$ cat src/rtl/uart_rx_ctrl.sv
// UART receive controller: synchronises RX, tracks start/data/parity/stop bits on
// oversample ticks and holds the received byte plus sticky error status for uart_regs.
module uart_rx_ctrl #(
    parameter int unsigned OVERSAMPLE  = 16,
    parameter int unsigned SYNC_STAGES = 2
) (
    input  logic       PCLK,
    input  logic       PRESET,
    input  logic       rx_sample_pulse,
    input  logic       RX,
    input  logic       data_bits,
    input  logic       parity_en,
    input  logic       parity_odd0_even1,
    input  logic       rx_data_reg_rd,
    output logic [7:0] rx_data,
    output logic       rx_ready,
    output logic       parity_err,
    output logic       framing_err,
    output logic       overflow
);

    localparam int unsigned TW = (OVERSAMPLE > 2) ? $clog2(OVERSAMPLE) : 1;
    localparam logic [TW-1:0] MID  = TW'(OVERSAMPLE / 2);
    localparam logic [TW-1:0] LAST = TW'(OVERSAMPLE - 1);

    typedef enum logic [2:0] {
        IDLE,
        START,
        DATA,
        PARITY,
        STOP
    } state_t;

    state_t                 state, state_nxt;
    logic [SYNC_STAGES-1:0] sync;
    logic                   rxs;
    logic [TW-1:0]          tick_cnt, tick_nxt;
    logic [3:0]             bit_cnt, bit_nxt;
    logic [7:0]             shreg, shreg_nxt;
    logic                   par_acc, par_acc_nxt;
    logic                   perr_seen, perr_seen_nxt;
    logic                   armed, armed_nxt;
    logic                   cfg_8bit, cfg_8bit_nxt;
    logic                   cfg_pen, cfg_pen_nxt;
    logic                   cfg_even, cfg_even_nxt;
    logic                   sample, last_bit;
    logic                   frame_ok, frame_bad;
    logic [7:0]             frame_byte;
    logic [7:0]             data_nxt;
    logic                   ready_nxt, perr_nxt, ferr_nxt, ovf_nxt;

    always_ff @(posedge PCLK or posedge PRESET) begin
        if (PRESET) begin
            sync <= '1;
        end else begin
            sync <= {sync[SYNC_STAGES-2:0], RX};
        end
    end

    always_comb begin
        rxs = sync[SYNC_STAGES-1];
    end

    always_ff @(posedge PCLK or posedge PRESET) begin
        if (PRESET) begin
            state     <= IDLE;
            tick_cnt  <= '0;
            bit_cnt   <= '0;
            shreg     <= '0;
            par_acc   <= 1'b0;
            perr_seen <= 1'b0;
            armed     <= 1'b1;
            cfg_8bit  <= 1'b0;
            cfg_pen   <= 1'b0;
            cfg_even  <= 1'b0;
        end else begin
            state     <= state_nxt;
            tick_cnt  <= tick_nxt;
            bit_cnt   <= bit_nxt;
            shreg     <= shreg_nxt;
            par_acc   <= par_acc_nxt;
            perr_seen <= perr_seen_nxt;
            armed     <= armed_nxt;
            cfg_8bit  <= cfg_8bit_nxt;
            cfg_pen   <= cfg_pen_nxt;
            cfg_even  <= cfg_even_nxt;
        end
    end

    // After the START mid-bit check tick_cnt restarts at 0, so every later mid-bit
    // sample lands on the tick where tick_cnt is about to wrap.
    always_comb begin
        state_nxt     = state;
        tick_nxt      = tick_cnt;
        bit_nxt       = bit_cnt;
        shreg_nxt     = shreg;
        par_acc_nxt   = par_acc;
        perr_seen_nxt = perr_seen;
        armed_nxt     = armed;
        cfg_8bit_nxt  = cfg_8bit;
        cfg_pen_nxt   = cfg_pen;
        cfg_even_nxt  = cfg_even;
        frame_ok      = 1'b0;
        frame_bad     = 1'b0;
        sample        = (tick_cnt == LAST);
        last_bit      = cfg_8bit ? (bit_cnt == 4'd7) : (bit_cnt == 4'd6);

        if (rx_sample_pulse) begin
            case (state)
                IDLE: begin
                    if (rxs) begin
                        armed_nxt = 1'b1;
                    end else if (armed) begin
                        state_nxt     = START;
                        tick_nxt      = TW'(1);
                        bit_nxt       = '0;
                        par_acc_nxt   = 1'b0;
                        perr_seen_nxt = 1'b0;
                        cfg_8bit_nxt  = data_bits;
                        cfg_pen_nxt   = parity_en;
                        cfg_even_nxt  = parity_odd0_even1;
                    end
                end
                START: begin
                    if (tick_cnt == MID) begin
                        tick_nxt  = '0;
                        state_nxt = rxs ? IDLE : DATA;
                    end else begin
                        tick_nxt = tick_cnt + TW'(1);
                    end
                end
                DATA: begin
                    tick_nxt = tick_cnt + TW'(1);
                    if (sample) begin
                        shreg_nxt   = {rxs, shreg[7:1]};
                        par_acc_nxt = par_acc ^ rxs;
                        bit_nxt     = bit_cnt + 4'd1;
                        if (last_bit) begin
                            state_nxt = cfg_pen ? PARITY : STOP;
                        end
                    end
                end
                PARITY: begin
                    tick_nxt = tick_cnt + TW'(1);
                    if (sample) begin
                        perr_seen_nxt = ((par_acc ^ rxs) == cfg_even);
                        state_nxt     = STOP;
                    end
                end
                STOP: begin
                    tick_nxt = tick_cnt + TW'(1);
                    if (sample) begin
                        state_nxt = IDLE;
                        tick_nxt  = '0;
                        if (rxs) begin
                            frame_ok = 1'b1;
                        end else begin
                            frame_bad = 1'b1;
                            armed_nxt = 1'b0;
                        end
                    end
                end
                default: begin
                    state_nxt = IDLE;
                    tick_nxt  = '0;
                end
            endcase
        end
    end

    // A read in the same cycle as frame completion is applied first, so the new
    // frame sees an empty holding register.
    always_comb begin
        frame_byte = cfg_8bit ? shreg : {1'b0, shreg[7:1]};
        data_nxt   = rx_data;
        ready_nxt  = rx_ready    & ~rx_data_reg_rd;
        perr_nxt   = parity_err  & ~rx_data_reg_rd;
        ferr_nxt   = framing_err & ~rx_data_reg_rd;
        ovf_nxt    = overflow    & ~rx_data_reg_rd;
        if (frame_bad) begin
            ferr_nxt = 1'b1;
        end
        if (frame_ok) begin
            if (!ready_nxt) begin
                data_nxt  = frame_byte;
                ready_nxt = 1'b1;
                perr_nxt  = perr_nxt | perr_seen;
            end else begin
                ovf_nxt = 1'b1;
            end
        end
    end

    always_ff @(posedge PCLK or posedge PRESET) begin
        if (PRESET) begin
            rx_data     <= '0;
            rx_ready    <= 1'b0;
            parity_err  <= 1'b0;
            framing_err <= 1'b0;
            overflow    <= 1'b0;
        end else begin
            rx_data     <= data_nxt;
            rx_ready    <= ready_nxt;
            parity_err  <= perr_nxt;
            framing_err <= ferr_nxt;
            overflow    <= ovf_nxt;
        end
    end

endmodule

$ cat config.mk
export PLATFORM = sky130hd
export DESIGN_NAME = uart_rx_ctrl
export DESIGN_NICKNAME = d
export VERILOG_FILES = /design/src/rtl/uart_rx_ctrl.sv
export SDC_FILE = /design/constraint.sdc
export NUM_CORES = 1
export LEC_CHECK = 0
export BUFFER_PORTS_ARGS = -buffer_cell sky130_fd_sc_hd__buf_4
export CAP_MARGIN = 20
export CORE_MARGIN = 5
export CORE_UTILIZATION = 30
export DETAILED_ROUTE_END_ITERATION = 6
export PLACE_DENSITY_LB_ADDON = 0.25
export SKIP_LAST_GASP = 1
export SLEW_MARGIN = 40
export SYNTH_ARGS = -nofsm -noshare
export SYNTH_HDL_FRONTEND = slang
export SYNTH_SLANG_ARGS = --single-unit
export TNS_END_PERCENT = 100
$ cat constraint.sdc
create_clock -name PCLK -period 2.6 [get_ports PCLK]
set_input_delay 0.13 -clock PCLK [delete_from_list [all_inputs] [get_ports PCLK]]
set_output_delay 0.13 -clock PCLK [all_outputs]
set_load 0.05 [all_outputs]
==> results of run 1 <==
worst max-delay path: cells and delay by family, from the launching register on:
family	cells	cell delay (ps)
simple gates	2	860
flops	1	610
mux	1	310
compound gates	1	150
per-layer routing:
metal | track usage, % | share of wire (%) | vias to the layer above
met1 | 14.5 | 51 | 648
met3 | 2.50 | 4.2 | 2
met2 | 14.7 | 44 | 22
met4 | 3.35 | 1.0 | 0
met5 | 0 | 0 | -
li1 | - | - | 675
worst paths after layout:
path | slack (ps) | start | to | cells past startpoint
max | 570 | state[1] | state[2] | 4
min | 20 | rx_data_reg_rd | overflow | 2
max reg2reg | 570 | state[1] | state[2] | 4
min reg2reg | 360 | sync[0] | sync[1] | 0
max in group asynchronous | 1710 | PRESET | armed | 4
min in group asynchronous | 510 | PRESET | rx_data[5] | 4
state kept, by name (all words and copies together), names as in the netlist, 2 cells and up:
register and flops:
bit_cnt 4, tick_cnt 4, rx_data 8, state 3, shreg 8, sync 2
cell families after synthesis:
kind of cell    count (synthesis)  synth area share (%)
buf+inv                        21                  5.39
simple gates                   46                  13.9
compound gates                 38                  13.8
flops                          39                  50.2
xor+xnor                        5                  2.25
mux                            22                  12.6
fa+ha+maj                       3                  1.92
metrics by stage:
step	setup slack (ps)	total power, µW
CTS	587	1790
global route	443	1900
global placement	633	1370
floorplan	768	1290
finish	572	1780
detailed placement	598	1380
cells in the final DEF, fill, tap and decap left out, types with 3 or more instances in the layout:
| master | instances |
|---|---|
| dfrtp_1 | 36 |
| buf_4 | 24 |
| nand2_1 | 15 |
| inv_1 | 12 |
| o21ai_1 | 11 |
| mux2i_1 | 8 |
| mux2_1 | 6 |
| mux2_2 | 6 |
| clkbuf_8 | 5 |
| nor3b_1 | 4 |
| nor2_1 | 4 |
| a21oi_1 | 3 |
| nand3_1 | 3 |
| xnor2_1 | 3 |
| ha_1 | 3 |
| dfstp_2 | 3 |
layout make-up:
class                           count  area, µm²  share of cell area, %
Clock buffer                        5       68.8                   3.02
Timing Repair Buffer               26        200                   8.80
Sequential cell                    39        980                   43.0
Clock inverter                      3       20.0                  0.880
Multi-Input combinational cell    114        866                   38.0
Inverter                           12       45.0                   1.98
Tap cell                           77       96.3                   4.23
power groups by stage:
| stage | clock network (µW) | logic, µW | registers, µW |
|---|---|---|---|
| after detailed placement | 0 | 509 | 868 |
| final | 405 | 513 | 859 |
| after CTS | 424 | 513 | 857 |
| after global routing | 449 | 576 | 878 |
| after global placement | 0 | 505 | 863 |
| after floorplan | 0 | 529 | 759 |
repair_timing:
action                                 CTS  global route
setup buffers                            0             0
endpoints found under the hold margin   37             0
hold buffers                             2             0
==> flow_metrics.tcl, run 1 <==
set metrics [dict create \
    grtUsageTotal_pct 10.1 \
    arrival_ps 2210 \
    ys_warn_count 0 \
    cts_root_buffer "clkbuf_8" \
    critPathCaptureType "flip-flop" \
    remaining_drc_errors 0 \
    cts_tree "built" \
    gp_congestion 0.837 \
    dr_total_vias 1347 \
    utilization_pct 35.8 \
    syn_inst 174 \
    grt_setup_unrepaired "false" \
    async_flop_share_pct 100 \
    dr.pass1.iters 4 \
    synth.most_common_cell "dfrtp_1" \
    skew_ps 7.59 \
    die_w_um 90.6 \
    syn_avg_cell_area_um2 11.2 \
    p_leak_uw 0.00103 \
    drtIter0Drc 120 \
    initial_core_util_pct 30.7 \
    grt_overflow 0 \
    p_switching_uw 628 \
    synthesis.area_um2 1950 \
    cts_resized 0 \
    min_path_type "in -> reg" \
    ys_seq_area_share_pct 50.2 \
    area_delta_synth_final_pct 16.7 \
    setup_violations 0 \
    antenna_found_initial 0 \
    yosysTopAreaCell "dfrtp_1" \
    synth_common_cells "dfrtp_1 (36), nand2_1 (15), inv_1 (12)" \
    critPathMaxFanout 14 \
    max_slew_margin_pct 66.5 \
    vdd_ir_drop_max_mv 0.281 \
    power_frac_clock_pct 22.8 \
    dp.cells 266 \
    crit_type "reg -> reg" \
    p_sw_share_pct 35.3 \
    grt_pass1_wl_mm 6.80 \
    die_area_um2 8210 \
    nets 209 \
    h-tree-depth 2 \
    cts.sinks 39 \
    p_int_uw 1150 \
    yosysTopAreaCellShare_pct 46.2 \
    cellPowerDensity_nw_per_um2 781 \
    postRouteAntennaNets 0 \
    crit_slowest_cell "dfrtp_1" \
    worstMarginPinSlew_ps 502 \
    power_frac_comb_pct 28.8 \
    fill_cells 642 \
    final_cells 276 \
    cts_buffer_depth 2 \
    fp.dieH_um 90.6 \
    core-area_um2 6350 \
    viasPerCell 4.88 \
    crit_path_start_kind "flip-flop" \
    grt_max_degree 40 \
    layout_min_cycle_time_ps 2030 \
    synth_edf_count 0 \
    ys_types 55 \
    clk_transition_reported_paths_ps 80 \
    tns_ps 0 \
    synth-seq-cells 39 \
    fin_hold_ws_ps 17.0 \
    dpl.hpwl_mm 2.80 \
    routed_wl_mm 3.97 \
    io_pins 20 \
    slew_violations 0 \
    final_hold_viol_count 0 \
    fmax_ghz 0.493 \
    status "complete, no violations" \
    seq_power_share_pct 48.4 \
    stdcell_area_um2 2280 \
    dpl_cell_area_um2 2170 \
    rows 29 \
    crit_required_ps 2780 \
    cts_made_buffers 5 \
    syn_nets 185 \
    wl_per_cell_um 14.4 \
    yosys-top-cells-area "dfrtp_1 (46%), mux2i_1 (4.1%), dfstp_2 (4.0%)" \
    io_buffer_count 19 \
    drive_gt1_share_pct 24.1 \
    maxCapViolCount 0 \
    max_stage_delay_ps 610 \
    synth-main-ff-cell "dfrtp_1" \
    clk_latency_ps 290 \
    grt_pass1_vias 1328 \
    diodes 0 \
    crit_chain "or3b_1 -> a21boi_0 -> or4b_4 -> mux2_4" \
    finalCritPeriodShare_pct 78.0 \
]
Power figures use the tool's default switching activity.
==> run 2: changes to the inputs <==
clock period = 2 ns   (was 2.6 ns; I/O delays follow)
==> flow_metrics.tcl, run 2 (synthesis results as in run 1) <==
set metrics [dict create \
    crit_type "reg -> reg" \
    arrival_ps 2070 \
    diodes 0 \
    max_slew_margin_pct 68.4 \
    maxCapViolCount 0 \
    crit_path_start_kind "flip-flop" \
    p_switching_uw 813 \
    crit_slowest_cell "or4b_4" \
    dpl.hpwl_mm 2.83 \
    final_common_cell "dfrtp_1" \
    io_pins 20 \
    die_w_um 90.6 \
    cts_buffer_depth 2 \
    cts_root_buffer "clkbuf_8" \
    critPathMaxFanout 11 \
    drtIter0Drc 54 \
    grt_setup_unrepaired "false" \
    routed_wl_mm 3.85 \
    io_buffer_count 19 \
    power_frac_clock_pct 26.1 \
    finalCritPeriodShare_pct 94.5 \
    antenna_found_initial 0 \
    cellPowerDensity_nw_per_um2 1050 \
    vdd_ir_drop_max_mv 0.400 \
    skew_ps 12.7 \
    min_path_type "in -> reg" \
    fp.dieH_um 90.6 \
    setup_violations 0 \
    crit_buf_inv 0 \
    final_cell_mix "dfrtp_1 (36), buf_4 (32), nand2_1 (15), inv_1 (12), o21ai_1 (11)" \
    initial_core_util_pct 30.7 \
    die_area_um2 8210 \
    grt_max_degree 40 \
    grt_pass1_vias 1350 \
    dr.pass1.iters 4 \
    rows 29 \
    core-area_um2 6350 \
    cts_tree "built" \
    cts_made_buffers 5 \
    drive_gt1_share_pct 26.9 \
    h-tree-depth 2 \
    dr_total_vias 1378 \
    crit_chain "or2b_2 -> a21boi_0 -> or4b_4 -> mux2_4" \
    grt_overflow 0 \
    max_stage_delay_ps 590 \
    grtUsageTotal_pct 10.1 \
    clk_transition_reported_paths_ps 80 \
    remaining_drc_errors 0 \
    p_int_uw 1680 \
    power_frac_comb_pct 31.2 \
    clk_latency_ps 290 \
    cts.sinks 39 \
    cts_setup_buffers 0 \
    seq_power_share_pct 42.7 \
    worstMarginPinSlew_ps 469 \
    postRouteAntennaNets 0 \
    p_leak_uw 0.00109 \
    layout_min_cycle_time_ps 1890 \
    crit_required_ps 2180 \
    gp_congestion 0.805 \
    cpLargestDelayFamily "simple AND/OR/NAND/NOR gates" \
    wl_per_cell_um 13.5 \
    stdcell_area_um2 2370 \
    tns_ps 0 \
    dpl_cell_area_um2 2230 \
    grt_pass1_wl_mm 6.77 \
    nets 218 \
    reg.largest.list "rx_data (8), shreg (8)" \
    dp.cells 274 \
    viasPerCell 4.84 \
    slew_violations 0 \
    critPathCaptureType "flip-flop" \
    fmax_ghz 0.529 \
    final_hold_viol_count 0 \
    final_cells 285 \
    area_delta_synth_final_pct 21.5 \
    status "complete, no violations" \
    p_sw_share_pct 32.7 \
]
-- run 2: cell count changes in the layout (fill, tap and decap cells not counted), sizes merged --
cell         previous run  this run
dlygate4sd3             2         3
bufinv                  0         1
clkinv                  1         2
clkinvlp                2         0
buf                    24        32
-- run 2: layout make-up --
class | count | area [µm²]
Clock buffer | 5 | 68.8
Inverter | 12 | 45.0
Multi-Input combinational cell | 114 | 866
Fill cell | 627 | 3980
Sequential cell | 39 | 980
Tap cell | 77 | 96.3
Clock inverter | 3 | 43.8
Timing Repair Buffer | 35 | 270
-- run 2: stage by stage --
step	util [%]	hold slack (ps)	setup slack, ps	power (µW)
floorplan	-	104	168	1680
global placement	35.1	211	168	1850
detailed placement	35.1	212	120	1850
CTS	37.3	35.3	115	2520
global route	37.3	40.1	13.1	2650
finish	37.3	44.3	111	2490
-- run 2: metal layers --
metal | wire (µm) | track usage, % | vias to the layer above
met4 | 57 | 4.09 | 0
li1 | - | - | 694
met2 | 1720 | 15.2 | 26
met1 | 1910 | 13.7 | 653
met3 | 167 | 2.58 | 5
met5 | 0 | 0 | -
-- run 2: final timing paths --
path | start | endpoint | depth (start not counted) | slack (ps)
worst max-delay path | state[1] | state[0] | 4 | 110
worst min-delay path | parity_en | cfg_pen | 2 | 40
worst max register to register | state[1] | state[0] | 4 | 110
worst min register to register | sync[0] | sync[1] | 0 | 360
max in group asynchronous | PRESET | sync[0] | 4 | 1150
min in group asynchronous | PRESET | rx_data[5] | 4 | 480
-- run 2: power groups by stage --
stage	combinational [µW]	clock, µW	sequential (µW)
2_1_floorplan	688	0	987
3_3_place_gp	775	0	1070
3_5_place_dp	776	0	1070
4_1_cts	782	675	1060
5_1_grt	854	710	1080
6_report	776	650	1060
-- run 2: repair_timing --
item / 4_1_cts / 5_1_grt
gates resized for setup: 0 / 0
hold buffers: 3 / 0
hold endpoints to repair: 38 / 0
endpoints found under the setup margin: 0 / 0
-- run 2: worst register-to-register path, delay by kind of cell (launching register included) --
| family | cells | cell delay (ps) |
|---|---|---|
| mux | 1 | 310 |
| simple gates | 2 | 860 |
| compound gates | 1 | 120 |
| flops | 1 | 500 |
==> run 3: changes to the inputs <==
CORE_ASPECT_RATIO = 0.6   (was unset)
==> flow_metrics.tcl, run 3 (synthesis results as in run 1) <==
set metrics [dict create \
    min_path_type "in -> reg" \
    core-area_um2 6220 \
    setup_violations 0 \
    drtIter0Drc 97 \
    crit_type "reg -> reg" \
    die_w_um 114 \
    crit_required_ps 2180 \
    drive_gt1_share_pct 28.5 \
    cts_made_buffers 5 \
    viasPerCell 4.93 \
    diodes 0 \
    grt_setup_unrepaired "false" \
    status "complete, no violations" \
    critPathCaptureType "flip-flop" \
    dpl_cell_area_um2 2280 \
    vdd_ir_drop_max_mv 0.537 \
    nets 224 \
    slew_violations 0 \
    cts_buffer_depth 2 \
    utilization_pct 38.6 \
    fp.dieH_um 72.5 \
    r2r_start "tick_cnt[0]" \
    max_slew_margin_pct 65.9 \
    maxCapViolCount 0 \
    dpl_worst_slack_ps 120 \
    rows 22 \
    dpl.hpwl_mm 3.11 \
    grt_pass1_wl_mm 7.40 \
    skew_ps 5.58 \
    arrival_ps 2080 \
    h-tree-depth 2 \
    dr.pass1.iters 4 \
    final_cell_mix "buf_4 (38), dfrtp_1 (36), nand2_1 (15), inv_1 (12), o21ai_1 (11)" \
    final_cells 298 \
    grt_overflow 0 \
    layout_min_cycle_time_ps 1910 \
    antenna_found_initial 0 \
    final_common_cell "buf_4" \
    cts_setup_buffers 0 \
    final_hold_viol_count 0 \
    postRouteAntennaNets 0 \
    routed_wl_mm 4.26 \
    cts_resized 0 \
    r2r_end "state[2]" \
    io_pins 20 \
    reg.largest.list "rx_data (8), shreg (8)" \
    cts_tree "built" \
    p_leak_uw 0.00111 \
    crit_end "state[2]" \
    reg2reg_setup_slack_ps 90 \
    stdcell_area_um2 2400 \
    crit_path_start_kind "flip-flop" \
    critPathMaxFanout 5 \
    critPathLaunch "tick_cnt[0]" \
    remaining_drc_errors 0 \
    area_delta_synth_final_pct 23.2 \
    worstMarginPinSlew_ps 511 \
    grt_pass1_vias 1386 \
    initial_core_util_pct 31.4 \
    clk_transition_reported_paths_ps 80 \
    gp_congestion 0.861 \
    io_buffer_count 19 \
    fmax_ghz 0.525 \
    cts.sinks 39 \
    reg2reg_depth 5 \
    wl_per_cell_um 14.3 \
    fin_ws_ps 93.8 \
    cellPowerDensity_nw_per_um2 1040 \
    grt_max_degree 40 \
    finalCritPeriodShare_pct 95.3 \
    dp.cells 287 \
    dr_total_vias 1468 \
    grtUsageTotal_pct 11.4 \
    tns_ps 0 \
    die_area_um2 8270 \
    cts_root_buffer "clkbuf_8" \
    clk_latency_ps 290 \
]
[run 3: layout make-up]
cell class                      instances  area [µm²]
Tap cell                               84         105
Multi-Input combinational cell        114         866
Timing Repair Buffer                   41         315
Clock buffer                            7        86.3
Clock inverter                          1        5.00
Sequential cell                        39         980
Fill cell                             638        3820
Inverter                               12        45.0
[run 3: power by group]
group          switching [µW]  total, µW  internal, µW  leakage [µW]
clock network             279        557           279     0.0000482
logic                     453        902           448      0.000550
registers                 125       1030           904      0.000515
[run 3: worst min path at each step]
stage / from / end / slack [ps] / cells past startpoint
2_1_floorplan: RX / sync[0] / 100 / 0
3_3_place_gp: RX / sync[0] / 210 / 1
3_5_place_dp: RX / sync[0] / 210 / 1
4_1_cts: parity_en / cfg_pen / 30 / 2
5_1_grt: parity_en / cfg_pen / 30 / 2
6_report: parity_en / cfg_pen / 40 / 2
[run 3: layer usage]
| metal | share of wire, % | vias to the layer above | track usage [%] |
|---|---|---|---|
| li1 | - | 707 | - |
| met3 | 5.6 | 4 | 3.67 |
| met2 | 35 | 34 | 13.5 |
| met5 | 0 | - | 0 |
| met1 | 58 | 723 | 18.5 |
| met4 | 1.0 | 0 | 3.16 |
[run 3: through the flow]
stage | total power, µW | hold WS (ps)
2_1_floorplan | 1680 | 104
3_3_place_gp | 1930 | 210
3_5_place_dp | 1930 | 210
4_1_cts | 2500 | 28.9
5_1_grt | 2650 | 32.3
6_report | 2490 | 36.3
[run 3: worst max-delay path, stage by stage (launching register included)]
cell and delay [ps]:
dfrtp_1 420, ha_1 190, nand3_1 100, a21boi_0 180, or4b_4 600, mux2_4 310
[run 3: what timing repair did]
item,CTS,global route
hold buffers,3,0
hold endpoints to repair,38,0
endpoints found under the setup margin,0,0
